===== src/rtl/program_loader.sv =====
// program_loader: boot-time byte-stream loader driving the CPU instruction-memory write port.
// Define PROGRAM_LOADER_CHECKSUM_EN to require a trailing XOR checksum byte.
module program_loader #(
  parameter int HALF_WORD = 16,
  parameter int WORD = 32,
  parameter logic [WORD-1:0] BASE_ADDR = '0,
  parameter int ADDR_STEP = 2,
  parameter int MAX_HALFWORDS = 1024
) (
  input  logic                 clk_i,
  input  logic                 reset_i,
  input  logic                 byte_valid_i,
  input  logic [7:0]           byte_data_i,
  output logic                 byte_ready_o,
  output logic                 program_mem_write_en_o,
  output logic [HALF_WORD-1:0] instruction_o,
  output logic [WORD-1:0]      instruction_addr_o,
  output logic                 cpu_reset_o,
  output logic                 load_done_o,
  output logic                 error_o
);
  typedef enum logic [2:0] {
    S_LEN_LO, S_LEN_HI, S_DATA_LO, S_DATA_HI, S_WRITE, S_CSUM, S_DONE, S_ERROR
  } state_t;
`ifdef PROGRAM_LOADER_CHECKSUM_EN
  localparam state_t S_END = S_CSUM;
  logic [7:0] csum;
`else
  localparam state_t S_END = S_DONE;
`endif
  state_t state;
  logic [15:0] len, idx;
  logic [7:0] lo;
  logic xfer;
  logic [15:0] hdr;
  assign byte_ready_o = state inside {S_LEN_LO, S_LEN_HI, S_DATA_LO, S_DATA_HI, S_CSUM};
  assign xfer = byte_valid_i && byte_ready_o;
  assign hdr = {byte_data_i, len[7:0]};
  always_ff @(posedge clk_i) begin
    if (reset_i) begin
      state <= S_LEN_LO;
      len <= '0;
      idx <= '0;
      lo <= '0;
      program_mem_write_en_o <= 1'b0;
      instruction_o <= '0;
      instruction_addr_o <= BASE_ADDR;
      cpu_reset_o <= 1'b1;
      load_done_o <= 1'b0;
      error_o <= 1'b0;
`ifdef PROGRAM_LOADER_CHECKSUM_EN
      csum <= '0;
`endif
    end else begin
`ifdef PROGRAM_LOADER_CHECKSUM_EN
      if (xfer) csum <= csum ^ byte_data_i;
`endif
      program_mem_write_en_o <= 1'b0;
      case (state)
        S_LEN_LO: if (xfer) begin
          len[7:0] <= byte_data_i;
          state <= S_LEN_HI;
        end
        S_LEN_HI: if (xfer) begin
          len[15:8] <= byte_data_i;
          idx <= '0;
          if (hdr == '0) begin
            state <= S_END;
            load_done_o <= S_END == S_DONE;
            cpu_reset_o <= S_END != S_DONE;
          end else if (hdr > 16'(MAX_HALFWORDS)) begin
            state <= S_ERROR;
            error_o <= 1'b1;
          end else state <= S_DATA_LO;
        end
        S_DATA_LO: if (xfer) begin
          lo <= byte_data_i;
          state <= S_DATA_HI;
        end
        S_DATA_HI: if (xfer) begin
          instruction_o <= {byte_data_i, lo};
          instruction_addr_o <= BASE_ADDR + WORD'(idx) * WORD'(ADDR_STEP);
          program_mem_write_en_o <= 1'b1;
          state <= S_WRITE;
        end
        S_WRITE: begin
          idx <= idx + 16'd1;
          if (idx == len - 16'd1) begin
            state <= S_END;
            load_done_o <= S_END == S_DONE;
            cpu_reset_o <= S_END != S_DONE;
          end else state <= S_DATA_LO;
        end
`ifdef PROGRAM_LOADER_CHECKSUM_EN
        S_CSUM: if (xfer) begin
          state <= byte_data_i == csum ? S_DONE : S_ERROR;
          load_done_o <= byte_data_i == csum;
          cpu_reset_o <= byte_data_i != csum;
          error_o <= byte_data_i != csum;
        end
`endif
        default: ;
      endcase
    end
  end
endmodule


===== config.mk =====
export PLATFORM = sky130hd
export DESIGN_NAME = program_loader
export DESIGN_NICKNAME = d
export VERILOG_FILES = /design/src/rtl/program_loader.sv
export SDC_FILE = /design/constraint.sdc
export NUM_CORES = 1
export LEC_CHECK = 0
export ABC_AREA = 1
export CAP_MARGIN = 20
export CORE_MARGIN = 10
export CORE_UTILIZATION = 60
export CTS_BUF_LIST = sky130_fd_sc_hd__clkbuf_2
export DETAILED_ROUTE_END_ITERATION = 7
export PLACE_DENSITY = 0.88
export SLEW_MARGIN = 20
export SYNTH_ARGS = -nofsm -noshare
export SYNTH_HDL_FRONTEND = slang
export SYNTH_SLANG_ARGS = --single-unit
export TNS_END_PERCENT = 5

===== constraint.sdc =====
create_clock -name clk_i -period 4.1 [get_ports clk_i]
set_input_delay 0.82 -clock clk_i [delete_from_list [all_inputs] [get_ports clk_i]]
set_output_delay 0.82 -clock clk_i [all_outputs]
set_load 0.1 [all_outputs]

==> metrics.md, run 1 <==
| Metric | Value |
|---|---|
| Diode count | `0` |
| Post-Synth XOR/XNOR Area | `0.0267` |
| Max Fclk | `301 MHz` |
| Crit Path Max Fanout | `5` |
| Largest net degree at the start of global routing | `52` |
| Total track usage | `0.202` |
| Via count | `3831` |
| Data arrival, critical path | `2.51 ns` |
| Final nets | `623` |
| TritonRoute pass-1 iters | `5` |
| Synth Area in Adders | `0.00954` |
| DP Cell Count | `675` |
| Async set-reset flop share out of synthesis | `0` |
| Clock skew | `0.0182 ns` |
| DRC violations left | `0` |
| Power Total | `1.77 mW` |
| Seq cells post-synth | `79` |
| Post-CTS Setup Inserts | `0` |
| # hold bufs at CTS | `0` |
| Leak | `1.81 nW` |
| Hold wc startpoint | `load_done_o` |
| CTS buffer count | `9` |
| Synth warn | `0` |
| Largest area contributor in the netlist | `dfxtp_1` |
| Setup Viol. Count Final | `0` |
| CP Data Required Time | `3.28 ns` |
| Mapped Avg Cell Area | `6.87 um2` |
| DR WL/cell | `14.8 um` |
| Critical Path Stages | `5` |
| Max Cap Viol | `0` |
| Worst hold path depth | `2` |
| Unrepaired setup endpoints after global routing | `false` |
| Period utilization | `0.812` |
| Status | `completed` |
| 1st-iter DRT viols | `286` |
| WS Path Type | `register to output port` |
| Sequential share of the synthesized area | `0.402` |
| Sink Count | `79` |
| Mapped Area | `0.00394 mm2` |
| Number of global-route vias before repair | `3530` |
| CP bufs+invs | `3` |
| Most frequent cell after synthesis | `nand2_1` |
| R2r endpoint | `instruction_addr_o[3]` |
| Peak supply drop | `263 uV` |
| Post-CTS sizing | `0` |
| Worst path most repeated cell | `inv_1` |
| IO Pins | `64` |
| Worst r2r src | `state[0]` |
| Die extent in x | `101 um` |
| Top cells by count, synth | `126 x nand2_1, 79 x dfxtp_1, 72 x a21oi_1` |
| Initial core utilization | `0.620` |
| CP endpoint kind | `output port` |
| Synth-to-Final Area Change | `14.2%` |
| Largest stage delay, worst path | `1.16 ns` |
| Largest family of logic cells by synthesized area | `simple AND/OR/NAND/NOR gates` |
| # rows | `29` |
| CTS max path bufs | `2` |
| First-pass GRT wire length | `16.9 mm` |
| FILL cells | `532` |
| Most used DFF post-synth | `dfxtp_1` |
| Startpoint class of the critical path | `register` |
| Yosys top cell area share | `0.402` |
| Clk pin slew, worst setup/hold paths | `0.19 ns` |
| Final GP Congestion | `0.911` |
| Final core utilization | `0.708` |
| Total Die Area | `0.0102 mm2` |
| Worst reg-to-reg path cell count | `6` |
| Simple-gate portion of the synthesized area | `0.293` |
| Top post-synthesis cells by area | `dfxtp_1 40%, nand2_1 12%, a21oi_1 9.2%, nand3_1 7.4%, nor2_1 5.7%` |
| Core area | `0.00635 mm2` |
| Final Critical Period | `3.33 ns` |
| Share of layout cells above drive strength 1 | `0.0521` |
| TritonCTS clock tree | `done` |
| Critical path cell sequence | `inv_1 > nor2_1 > inv_1 > nand2_1 > clkdlybuf4s50_1` |
| Slowest-stage cell, CP | `clkdlybuf4s50_1` |
| Hold crit path type | `register to register` |
| CTS H-tree depth | `3` |
| Post-synthesis compound-gate area fraction | `0.156` |
| Overflow after GRT | `0` |
| Mux cell area share after synthesis | `0` |
| Syn Inst Count | `573` |
| Final hold violation count | `0` |
| Vias per cell | `5.54` |
| Final Instance Count excl. Fillers | `691` |
| DRT Wirelength | `10.2 mm` |
| Power Density | `394 mW/mm2` |
| Setup TNS | `0 ns` |
| CP delay by family, top | `buffers and inverters` |
| Clock latency on the worst-skew pair | `0.53 ns` |
| EDFF count, synth | `0` |
| Hpwl dp | `7.49 mm` |
| Worst hold margin | `0.468 ns` |
| Antenna violations before repair | `0` |
| Worst-Margin Slew | `1.01 ns` |
| Reg2reg setup slack | `1.87 ns` |
| Hold Path End | `load_done_o` |
| Clk root buf | `clkbuf_2` |
| Worst rel slew slack | `0.326` |
| Die Ht | `101 um` |
| Netlist cell types | `31` |
| Final Slew Violations | `0` |
| Antenna viol nets, final | `0` |
| I/O Buffers | `47` |
## layout make-up
class | instances | area [um2] | share of cell area
multi-input cells | 413 | 1980 | 0.440
flip-flops and latches | 79 | 1580 | 0.352
repair buffers | 51 | 500 | 0.111
inverters | 55 | 211 | 0.0470
well taps | 77 | 96.3 | 0.0214
clock inverters | 5 | 72.6 | 0.0161
clock buffers | 11 | 55.1 | 0.0122
## per-layer routing
metal  GRT usage  part of all wire
met1       0.257              0.44
met3      0.0473             0.075
met4      0.0750             0.023
met2       0.323              0.47
met5           0                 0
## cells by family after synthesis
kind of cell / count (synthesis)
flip-flops: 79
buffers and inverters: 96
XOR/XNOR: 12
AO/OA/AOI/OAI: 117
AND/OR/NAND/NOR: 265
other: 1
adder cells (fa/ha/maj): 3
## how the worst max path moves through the flow
stage / start / to / slack, ns
floorplan: state[0] / byte_ready_o / 2.04
global placement: byte_valid_i / instruction_addr_o[6] / 1.38
global route: state[0] / byte_ready_o / 0.63
detailed placement: byte_valid_i / instruction_o[4] / 1.28
finish: state[0] / byte_ready_o / 0.77
CTS: state[0] / byte_ready_o / 0.78
## worst register-to-register path, cell delays in order (launching register included)
cell and delay, ns:
dfxtp_1 0.46, inv_1 0.12, nor3_4 0.16, buf_4 0.34
nand2_1 0.69, nand2_1 0.28, a21oi_1 0.08
## state kept, by name (all words and copies together), names as in the netlist
register,cells
idx,16
instruction_addr_o,16
instruction_o,16
len,16
lo,8
state,3
cpu_reset_o,1
error_o,1
load_done_o,1
program_mem_write_en_o,1
## power by group
group	switching, mW	leakage (nW)	total [mW]	internal, mW
clock network	0.256	0.0810	0.458	0.202
logic	0.347	1.09	0.474	0.128
registers	0.0371	0.640	0.840	0.803
## per-stage QoR
step | worst slack [ns] | instance area, um2
floorplan | 2.04 | 3990
global placement | 1.38 | 4370
detailed placement | 1.28 | 4370
CTS | 0.784 | 4500
global route | 0.633 | 4500
finish | 0.773 | 4500
## cell usage in the layout (no fill, tap or decap)
master           count
a31oi_1              1
nor3_2               2
conb_1              16
nor2_1              60
nor2_2               3
a21oi_1             72
a221oi_1             2
a22oi_1              3
clkinv_2             1
nor2_4               2
nand2_1            126
nand4_1              1
and2_1               1
inv_1               52
ha_1                 3
nand2_2              1
xor2_1               7
buf_4                4
clkdlybuf4s50_1     47
inv_6                1
nor2_8               1
inv_2                2
a311oi_1             1
nor3b_2              1
xnor2_1              5
nor3_4               1
bufinv_16            2
nand3_1             58
o21ai_0             34
dfxtp_1             79
a211oi_1             4
clkinv_1             2
clkbuf_2            11
nor3b_1              1
nor3_1               7
Note: power is estimated with default switching activity, not from simulation.
==> inputs of run 2 (changes only) <==
CORE_UTILIZATION = 55   (was 60)
PLACE_DENSITY = 0.82   (was 0.88)
clock period = 3.33 ns   (was 4.1 ns; I/O delays follow)
==> metrics.md, run 2 (synthesis results as in run 1) <==
| Metric | Value |
|---|---|
| Met3 WL | `879 um (was 766 um)` |
| Multi-input gate area | `0.00198 mm2 (unchanged)` |
| Share of layout cells above drive strength 1 | `0.120 (was 0.0521)` |
| Commonest non-fill, non-tap cell in the layout | `nand2_1 (unchanged)` |
| CP endpoint kind | `output port (unchanged)` |
| Post-CTS sizing | `0 (unchanged)` |
| Worst rel slew slack | `0.448 (was 0.326)` |
| Total track usage | `0.186 (was 0.202)` |
| Worst-Margin Slew | `0.826 ns (was 1.01 ns)` |
| Final Slew Violations | `0 (unchanged)` |
| CTS buffer count | `9 (unchanged)` |
| Hpwl dp | `7.39 mm (was 7.49 mm)` |
| Final nets | `625 (was 623)` |
| Largest stage delay, worst path | `0.45 ns (was 1.16 ns)` |
| Worst r2r src | `len[0] (was state[0])` |
| Final hold violation count | `0 (unchanged)` |
| R2r endpoint | `cpu_reset_o (was instruction_addr_o[3])` |
| Core area | `0.00687 mm2 (was 0.00635 mm2)` |
| Total Die Area | `0.0109 mm2 (was 0.0102 mm2)` |
| DRC violations left | `0 (unchanged)` |
| Die extent in x | `105 um (was 101 um)` |
| Met1 WL | `4.63 mm (was 4.46 mm)` |
| Final GP Congestion | `0.892 (was 0.911)` |
| WS Path Type | `register to output port (unchanged)` |
| First-pass GRT wire length | `17.2 mm (was 16.9 mm)` |
| # rows | `30 (was 29)` |
| Die Ht | `105 um (was 101 um)` |
| Hold crit path type | `register to register (unchanged)` |
| Antenna viol nets, final | `0 (unchanged)` |
| Setup WS pre-CTS | `0.852 ns (was 1.28 ns)` |
| Clock latency on the worst-skew pair | `0.54 ns (was 0.53 ns)` |
| IO Pins | `64 (unchanged)` |
| TritonRoute pass-1 iters | `7 (was 5)` |
| Post-route setup slack | `1.01 ns (was 0.773 ns)` |
| Clk pin slew, worst setup/hold paths | `0.21 ns (was 0.19 ns)` |
| Storage cell area | `0.00158 mm2 (unchanged)` |
| Clk root buf | `clkbuf_2 (unchanged)` |
| Peak supply drop | `370 uV (was 263 uV)` |
| 1st-iter DRT viols | `379 (was 286)` |
| Power Density | `498 mW/mm2 (was 394 mW/mm2)` |
| Startpoint class of the critical path | `register (unchanged)` |
| Diode count | `0 (unchanged)` |
| Period utilization | `0.695` |
| Status | `completed (unchanged)` |
| Synth-to-Final Area Change | `13.0% (was 14.2%)` |
| Data arrival, critical path | `1.65 ns (was 2.51 ns)` |
| Final Critical Period | `2.32 ns` |
| Placement Cell Area | `0.00431 mm2 (was 0.00437 mm2)` |
| FILL cells | `617 (was 532)` |
| Most frequent cells in the layout | `126 x nand2_1, 79 x dfxtp_1, 72 x a21oi_1 (unchanged)` |
| Met2 wire len | `4.70 mm (was 4.76 mm)` |
| Number of global-route vias before repair | `3639 (was 3530)` |
| Initial core utilization | `0.573 (was 0.620)` |
| Setup TNS | `0 ns (unchanged)` |
| I/O Buffers | `47 (unchanged)` |
| Slowest-stage cell, CP | `dfxtp_1 (was clkdlybuf4s50_1)` |
| Worst reg-to-reg path cell count | `15 (was 6)` |
| Setup Viol. Count Final | `0 (unchanged)` |
| Antenna violations before repair | `0 (unchanged)` |
| Max Fclk | `432 MHz` |
| Post-CTS Setup Inserts | `0 (unchanged)` |
| Top Layer Used | `met4 (unchanged)` |
| TritonCTS clock tree | `done (unchanged)` |
| DR WL/cell | `14.6 um (was 14.8 um)` |
| CTS max path bufs | `2 (unchanged)` |
| Via count | `3839 (was 3831)` |
| Max Cap Viol | `0 (unchanged)` |
| Leak | `1.90 nW (was 1.81 nW)` |
| CP Data Required Time | `2.66 ns (was 3.28 ns)` |
| Sink Count | `79 (unchanged)` |
| # hold bufs at CTS | `0 (unchanged)` |
| Largest net degree at the start of global routing | `52 (unchanged)` |
| Crit Path Max Fanout | `5 (unchanged)` |
| CP Capture Point | `byte_ready_o (unchanged)` |
| Worst path most repeated cell | `inv_1 (unchanged)` |
| Critical path cell sequence | `inv_1 > nor2_1 > inv_1 > nand2_1 > buf_4 (was inv_1 > nor2_1 > inv_1 > nand2_1 > clkdlybuf4s50_1)` |
| Crit. Startpoint | `state[0] (unchanged)` |
| Unrepaired setup endpoints after global routing | `false (unchanged)` |
| DRT Wirelength | `10.4 mm (was 10.2 mm)` |
| Reg2reg setup slack | `1.25 ns (was 1.87 ns)` |
| CTS H-tree depth | `3 (unchanged)` |
| Vias per cell | `5.39 (was 5.54)` |
| Final core utilization | `0.647 (was 0.708)` |
| Clock skew | `0.0215 ns (was 0.0182 ns)` |
| Final instance area | `0.00445 mm2 (was 0.00450 mm2)` |
| Overflow after GRT | `0 (unchanged)` |
-- run 2: report_power, final --
part / leakage [nW] / switching, mW / total [mW] / internal, mW
clock network: 0.0861 / 0.338 / 0.595 / 0.256
logic: 1.17 / 0.426 / 0.584 / 0.157
registers: 0.640 / 0.0455 / 1.03 / 0.989
-- run 2: worst min path at each step --
stage,from,to,slack (ns),cells past startpoint
floorplan,lo[0],instruction_o[0],0.46,2
global placement,cpu_reset_o,cpu_reset_o,0.43,2
detailed placement,cpu_reset_o,cpu_reset_o,0.44,2
CTS,cpu_reset_o,cpu_reset_o,0.47,2
global route,load_done_o,load_done_o,0.50,2
finish,cpu_reset_o,cpu_reset_o,0.46,2
-- run 2: final cells by class --
type,instances,share of cell area
multi-input cells,413,0.445
flip-flops and latches,79,0.356
repair buffers,53,0.0940
inverters,55,0.0476
well taps,96,0.0270
clock inverters,5,0.0186
clock buffers,11,0.0124
-- run 2: layer usage --
layer	GRT usage	vias up
met5	0	-
met4	0.0618	0
met3	0.0418	21
met2	0.304	157
met1	0.236	1754
li1	-	1907
-- run 2: worst max-delay path, delay by kind of cell (launching register included) --
kind          cells  cell delay [ns]
buf+inv           3             0.48
flops             1             0.45
simple gates      2             0.18
-- run 2: metrics by stage --
step / hold WS, ns / power [mW] / instances
global route: 0.502 / 2.33 / 712
finish: 0.465 / 2.21 / 712
floorplan: 0.461 / 1.52 / 588
global placement: 0.431 / 1.61 / 696
CTS: 0.466 / 2.21 / 712
detailed placement: 0.437 / 1.63 / 696
==> inputs of run 3 (changes only) <==
clock period = 2.29 ns   (was 3.33 ns; I/O delays follow)
==> metrics.md, run 3 (synthesis results as in run 1) <==
| Metric | Value |
|---|---|
| I/O Buffers | `47 (unchanged)` |
| Sw Share | `0.378 (was 0.366)` |
| Part of the power in registers | `0.488 (was 0.467)` |
| R2r endpoint | `cpu_reset_o (unchanged)` |
| Final GP Congestion | `0.904 (was 0.892)` |
| Worst-Margin Slew | `0.730 ns (was 0.826 ns)` |
| Commonest non-fill, non-tap cell in the layout | `nand2_1 (unchanged)` |
| CTS H-tree depth | `3 (unchanged)` |
| WS Path Type | `register to output port (unchanged)` |
| Hpwl dp | `7.92 mm (was 7.39 mm)` |
| CP bufs+invs | `3 (unchanged)` |
| TritonRoute pass-1 iters | `5 (was 7)` |
| Data arrival, critical path | `1.61 ns (was 1.65 ns)` |
| Final Instance Count excl. Fillers | `721 (was 712)` |
| Final hold violation count | `0 (unchanged)` |
| Setup TNS | `0 ns (unchanged)` |
| Critical Path Stages | `5 (unchanged)` |
| Sink Count | `79 (unchanged)` |
| Clk root buf | `clkbuf_2 (unchanged)` |
| Post-route setup slack | `0.223 ns (was 1.01 ns)` |
| CP delay by family, top | `flip-flops (was buffers and inverters)` |
| Clk pin slew, worst setup/hold paths | `0.20 ns (was 0.21 ns)` |
| Most frequent cells in the layout | `126 x nand2_1, 79 x dfxtp_1, 72 x a21oi_1 (unchanged)` |
| Setup Viol. Count Final | `0 (unchanged)` |
| Clock skew | `0.0134 ns (was 0.0215 ns)` |
| Period utilization | `0.903` |
| DR WL/cell | `14.7 um (was 14.6 um)` |
| Final instance area | `0.00450 mm2 (was 0.00445 mm2)` |
| Max Cap Viol | `0 (unchanged)` |
| Peak supply drop | `403 uV (was 370 uV)` |
| Leak | `1.93 nW (was 1.90 nW)` |
| Antenna viol nets, final | `0 (unchanged)` |
| DRT Wirelength | `10.6 mm (was 10.4 mm)` |
| Worst r2r src | `len[0] (unchanged)` |
| Largest stage delay, worst path | `0.46 ns (was 0.45 ns)` |
| Critical path cell sequence | `inv_1 > nor2_1 > inv_1 > nand2_1 > buf_12 (was inv_1 > nor2_1 > inv_1 > nand2_1 > buf_4)` |
| CP Data Required Time | `1.83 ns (was 2.66 ns)` |
| Unrepaired setup endpoints after global routing | `false (unchanged)` |
| First-pass GRT wire length | `17.8 mm (was 17.2 mm)` |
| # hold bufs at CTS | `0 (unchanged)` |
| Initial core utilization | `0.573 (unchanged)` |
| Overflow after GRT | `0 (unchanged)` |
| CP endpoint kind | `output port (unchanged)` |
| Die extent in x | `105 um (unchanged)` |
| CTS max path bufs | `2 (unchanged)` |
| Clock power frac | `0.227 (was 0.269)` |
| # rows | `30 (unchanged)` |
| Worst rel slew slack | `0.513 (was 0.448)` |
| Sw power | `1.17 mW (was 0.810 mW)` |
| 1st-iter DRT viols | `342 (was 379)` |
| Hold wc startpoint | `instruction_o[13] (was cpu_reset_o)` |
| Power Density | `685 mW/mm2 (was 498 mW/mm2)` |
| Number of global-route vias before repair | `3669 (was 3639)` |
| DP Cell Count | `707 (was 696)` |
| Share of layout cells above drive strength 1 | `0.131 (was 0.120)` |
| Final nets | `636 (was 625)` |
| Max Fclk | `484 MHz` |
| Worst path most repeated cell | `inv_1 (unchanged)` |
| Largest net degree at the start of global routing | `52 (unchanged)` |
| Combinational cell fraction of total power | `0.285 (was 0.264)` |
| Hold crit path type | `register to register (unchanged)` |
| Final Slew Violations | `0 (unchanged)` |
| Total Die Area | `0.0109 mm2 (unchanged)` |
| Placement Cell Area | `0.00440 mm2 (was 0.00431 mm2)` |
| Synth-to-Final Area Change | `14.4% (was 13.0%)` |
| Setup WS pre-CTS | `0.199 ns (was 0.852 ns)` |
| Hold Path End | `instruction_o[13] (was cpu_reset_o)` |
| Worst reg-to-reg path cell count | `15 (unchanged)` |
| Die Ht | `105 um (unchanged)` |
| Clock latency on the worst-skew pair | `0.54 ns (about the same)` |
| Slowest-stage cell, CP | `dfxtp_1 (unchanged)` |
| Post-CTS sizing | `0 (unchanged)` |
| TritonCTS clock tree | `done (unchanged)` |
| Reg2reg setup slack | `0.24 ns (was 1.25 ns)` |
| Antenna violations before repair | `0 (unchanged)` |
| DRC violations left | `0 (unchanged)` |
| FILL cells | `616 (was 617)` |
| Final Critical Period | `2.07 ns` |
| Vias per cell | `5.43 (was 5.39)` |
| Startpoint class of the critical path | `register (unchanged)` |
| Core area | `0.00687 mm2 (unchanged)` |
| IO Pins | `64 (unchanged)` |
| Status | `completed (unchanged)` |
| CTS buffer count | `9 (unchanged)` |
| Internal Pwr Total | `1.92 mW (was 1.40 mW)` |
| Crit Path Max Fanout | `5 (unchanged)` |
| Diode count | `0 (unchanged)` |
| Worst hold path depth | `2 (unchanged)` |
| Total track usage | `0.193 (was 0.186)` |
| Via count | `3912 (was 3839)` |
| Post-CTS Setup Inserts | `0 (unchanged)` |
==> run 3: stage by stage <==
step,util,power [mW],hold slack [ns]
finish,0.655,3.08,0.472
global route,0.655,3.27,0.483
CTS,0.655,3.08,0.469
detailed placement,0.641,2.39,0.440
global placement,0.641,2.37,0.441
floorplan,-,2.21,0.461
==> run 3: worst max path at each step <==
| stage | start | endpoint | slack [ns] |
|---|---|---|---|
| floorplan | state[0] | byte_ready_o | 0.59 |
| global placement | byte_valid_i | idx[8] | 0.26 |
| detailed placement | byte_valid_i | idx[13] | 0.20 |
| CTS | state[0] | byte_ready_o | 0.21 |
| global route | len[0] | load_done_o | 0.02 |
| finish | state[0] | byte_ready_o | 0.22 |
==> run 3: cell type report <==
class,instances,area [um2],share of cell area
tap,96,120,0.0267
multi-input combinational,413,1980,0.440
clock inverter,5,51.3,0.0114
sequential,79,1580,0.351
inverter,55,211,0.0470
clock buffer,9,45.0,0.0100
timing repair buffer,64,513,0.114
==> run 3: power by group through the flow <==
stage	registers [mW]	logic [mW]	clock network, mW
finish	1.50	0.879	0.700
global placement	1.53	0.839	0
detailed placement	1.53	0.866	0
global route	1.51	0.982	0.771
CTS	1.50	0.868	0.706
floorplan	1.56	0.649	0
==> run 3: layer usage <==
| metal | global-route usage | share of wire |
|---|---|---|
| met5 | 0 | 0 |
| met4 | 0.0686 | 0.014 |
| met3 | 0.0528 | 0.091 |
| met2 | 0.300 | 0.46 |
| met1 | 0.250 | 0.44 |
==> run 3: worst reg2reg max path: stages, from the launching register on <==
cell	delay [ns]
dfxtp_1	0.39
inv_1	0.11
ha_1	0.22
nand2_1	0.14
nor2_1	0.23
nand3_1	0.11
nand2_1	0.08
nand2_1	0.05
inv_1	0.04
nand3_1	0.06
nor2_1	0.14
nand2_1	0.12
nand2_1	0.08
nand2_1	0.08
nand2_1	0.06
nand2_1	0.04
==> edit, RTL diff (settings of run 3) <==
Build with the macro `PROGRAM_LOADER_CHECKSUM_EN` defined.
--- a/src/rtl/program_loader.sv
+++ b/src/rtl/program_loader.sv
@@ -1,4 +1,6 @@
 // program_loader: boot-time byte-stream loader driving the CPU instruction-memory write port.
 // Define PROGRAM_LOADER_CHECKSUM_EN to require a trailing XOR checksum byte.
+`define PROGRAM_LOADER_CHECKSUM_EN
+
 module program_loader #(
   parameter int HALF_WORD = 16,
Function: changed (a bounded check fails within 4 cycles, from zero or initial values and one cycle with reset_i high).
==> edit against run 3 <==
Total power rose by 7.3%. Cell area rose by 13%. Utilization down 0.41 points. Final cell count increased by 9.6%. Global-route usage is essentially flat. Sequential cell count increased by 8. Worst setup slack worse by 77 ps. Via count grew 8.5%. Critical endpoint unchanged. Area after synthesis rose by 13%. Wire length rose by 7.4%.
==> edit: results (changes against run 3) <==
- Compound-cell area share of the yosys netlist: 0.198 (was 0.156)
- Placed Cells incl. Taps: 772 (was 707)
- H-tree depth: 3 (unchanged)
- Layout cells sized above 1: 0.158 (was 0.131)
- Worst setup path start: state[2] (was state[0])
- Deepest clock path buffer count: 2 (unchanged)
- LEAKAGE: 2.16 nW (was 1.93 nW)
- TritonCTS Buffers: 9 (unchanged)
- Antenna Cells: 0 (unchanged)
- Final Skew: 33.0 ps (was 13.4 ps)
- CTS root buffer: clkbuf_2 (unchanged)
- CP max stage delay: 380 ps (was 460 ps)
- First-pass GRT wire length: 18900 um (was 17800 um)
- Synth area leaders: dfxtp_1 (39%), nand2_1 (9.5%), a21oi_1 (9.0%) (was dfxtp_1 (40%), nand2_1 (12%), a21oi_1 (9.2%))
- DR pass1 iterations: 5 (unchanged)
- Worst VDD drop: 0.000369 V (was 0.000403 V)
- Synth Register Bits: 87 (was 79)
- R2R Path Start: len[1] (was len[0])
- FILL cells: 709 (was 616)
- Hold Crit Class: reg -> reg (unchanged)
- Worst-path clk slew: 240 ps (was 200 ps)
- Critical path fanouts, max: 5 (unchanged)
- Final period util: 0.936 (was 0.903)
- Total number of vias: 4244 (was 3912)
- Outcome: finished, final reports clean (unchanged)
- Post-DP HPWL: 8550 um (was 7920 um)
- Detailed Route Iter0 Violations: 238 (was 342)
- Cell family with most CP delay: flip-flops (unchanged)
- Pre-CTS setup slack: 14.2 ps (was 199 ps)
- Final nets: 699 (was 636)
- Final wirelength: 11400 um (was 10600 um)
- Post-synth top cells: nand2_1 (113), inv_1 (88), dfxtp_1 (87) (was nand2_1 (126), dfxtp_1 (79), a21oi_1 (72))
- PortBufs: 47 (unchanged)
- Synth warn: 0 (unchanged)
- Total GRT Usage: 0.192 (was 0.193)
- Ys async rst share: 0 (unchanged)
- Adder-Cell Fraction of Synth Area: 0.0141 (was 0.00954)
- Number of global-route vias before repair: 4069 (was 3669)
- Latest clock arrival within the worst-skew pair: between 500 and 600 ps
- Critical Path AT: 1690 ps (was 1610 ps)
- Largest net degree at the start of global routing: 64 (was 52)
- Drt wl/cell: 14.4 um (was 14.7 um)
- Post-synth cell types: 42 (was 31)
- Slack of the worst reg-to-reg path: 170 ps (was 240 ps)
- Xor-xnor portion of the synthesized cell area: 0.0355 (was 0.0267)
- Ys flop type: dfxtp_1 (unchanged)
- Initial antenna violation count: 0 (unchanged)
- Hold_sp: instruction_o[12] (was instruction_o[13])
- Post-synthesis sequential area ratio: 0.392 (was 0.402)
- Synth Area per Inst: 7.06 um2 (was 6.87 um2)
- Post-synth EDFFs: 0 (unchanged)
- Routability congestion estimate: 0.953 (was 0.904)
==> edit: routing by layer <==
layer | global-route usage | vias up | share of wire
met5 | 0 | - | 0
met4 | 0.0809 | 0 | 0.026
met3 | 0.0334 | 27 | 0.065
met2 | 0.323 | 160 | 0.50
met1 | 0.236 | 1939 | 0.41
li1 | - | 2118 | -
==> edit: final cells by class <==
type,count,area share
Multi-Input combinational cell,424,0.430
Sequential cell,87,0.344
Timing Repair Buffer,70,0.116
Inverter,91,0.0672
Tap cell,102,0.0251
Clock inverter,7,0.00911
Clock buffer,9,0.00886
==> edit: timing repair <==
item	CTS	global route
hold buffers	0	0
gates resized for setup	3	1
setup endpoints to repair	1	2
setup buffers	0	2
==> edit: final timing paths <==
check,end,depth (start not counted)
hold / removal,instruction_o[12],2
setup reg to reg,state[2],13
hold reg to reg,instruction_o[12],2
setup / recovery,byte_ready_o,5
==> edit: worst register-to-register path: stages (launching register included) <==
cell and delay [ps]:
dfxtp_1 430, inv_1 80, ha_1 290, xor2_1 140
nand2_1 80, nor2_1 150, nand2_1 90, nor2_1 90
nand2_1 70, nor2_2 160, nand4_1 210, nand2_1 110
nand2_1 70, a21oi_2 100
==> edit: cell families (layout without fill, tap and decap cells) <==
logic type / after synthesis / after routing
adder cells (fa/ha/maj): 5 / 5
AO/OA/AOI/OAI: 163 / 163
flip-flops: 87 / 87
AND/OR/NAND/NOR: 222 / 222
buffers and inverters: 133 / 177
other: 1 / 16
XOR/XNOR: 18 / 18
==> edit: report_power, final <==
group	total [mW]	switching [mW]	internal, mW
Clock	0.688	0.546	0.143
Sequential	1.65	0.0595	1.59
Combinational	0.973	0.686	0.286
==> edit: stage by stage <==
step                hold slack [ps]  cell area [um2]
CTS                             467             5070
floorplan                       438             4500
finish                          462             5080
detailed placement              439             4970
global route                    488             5080
global placement                433             4970
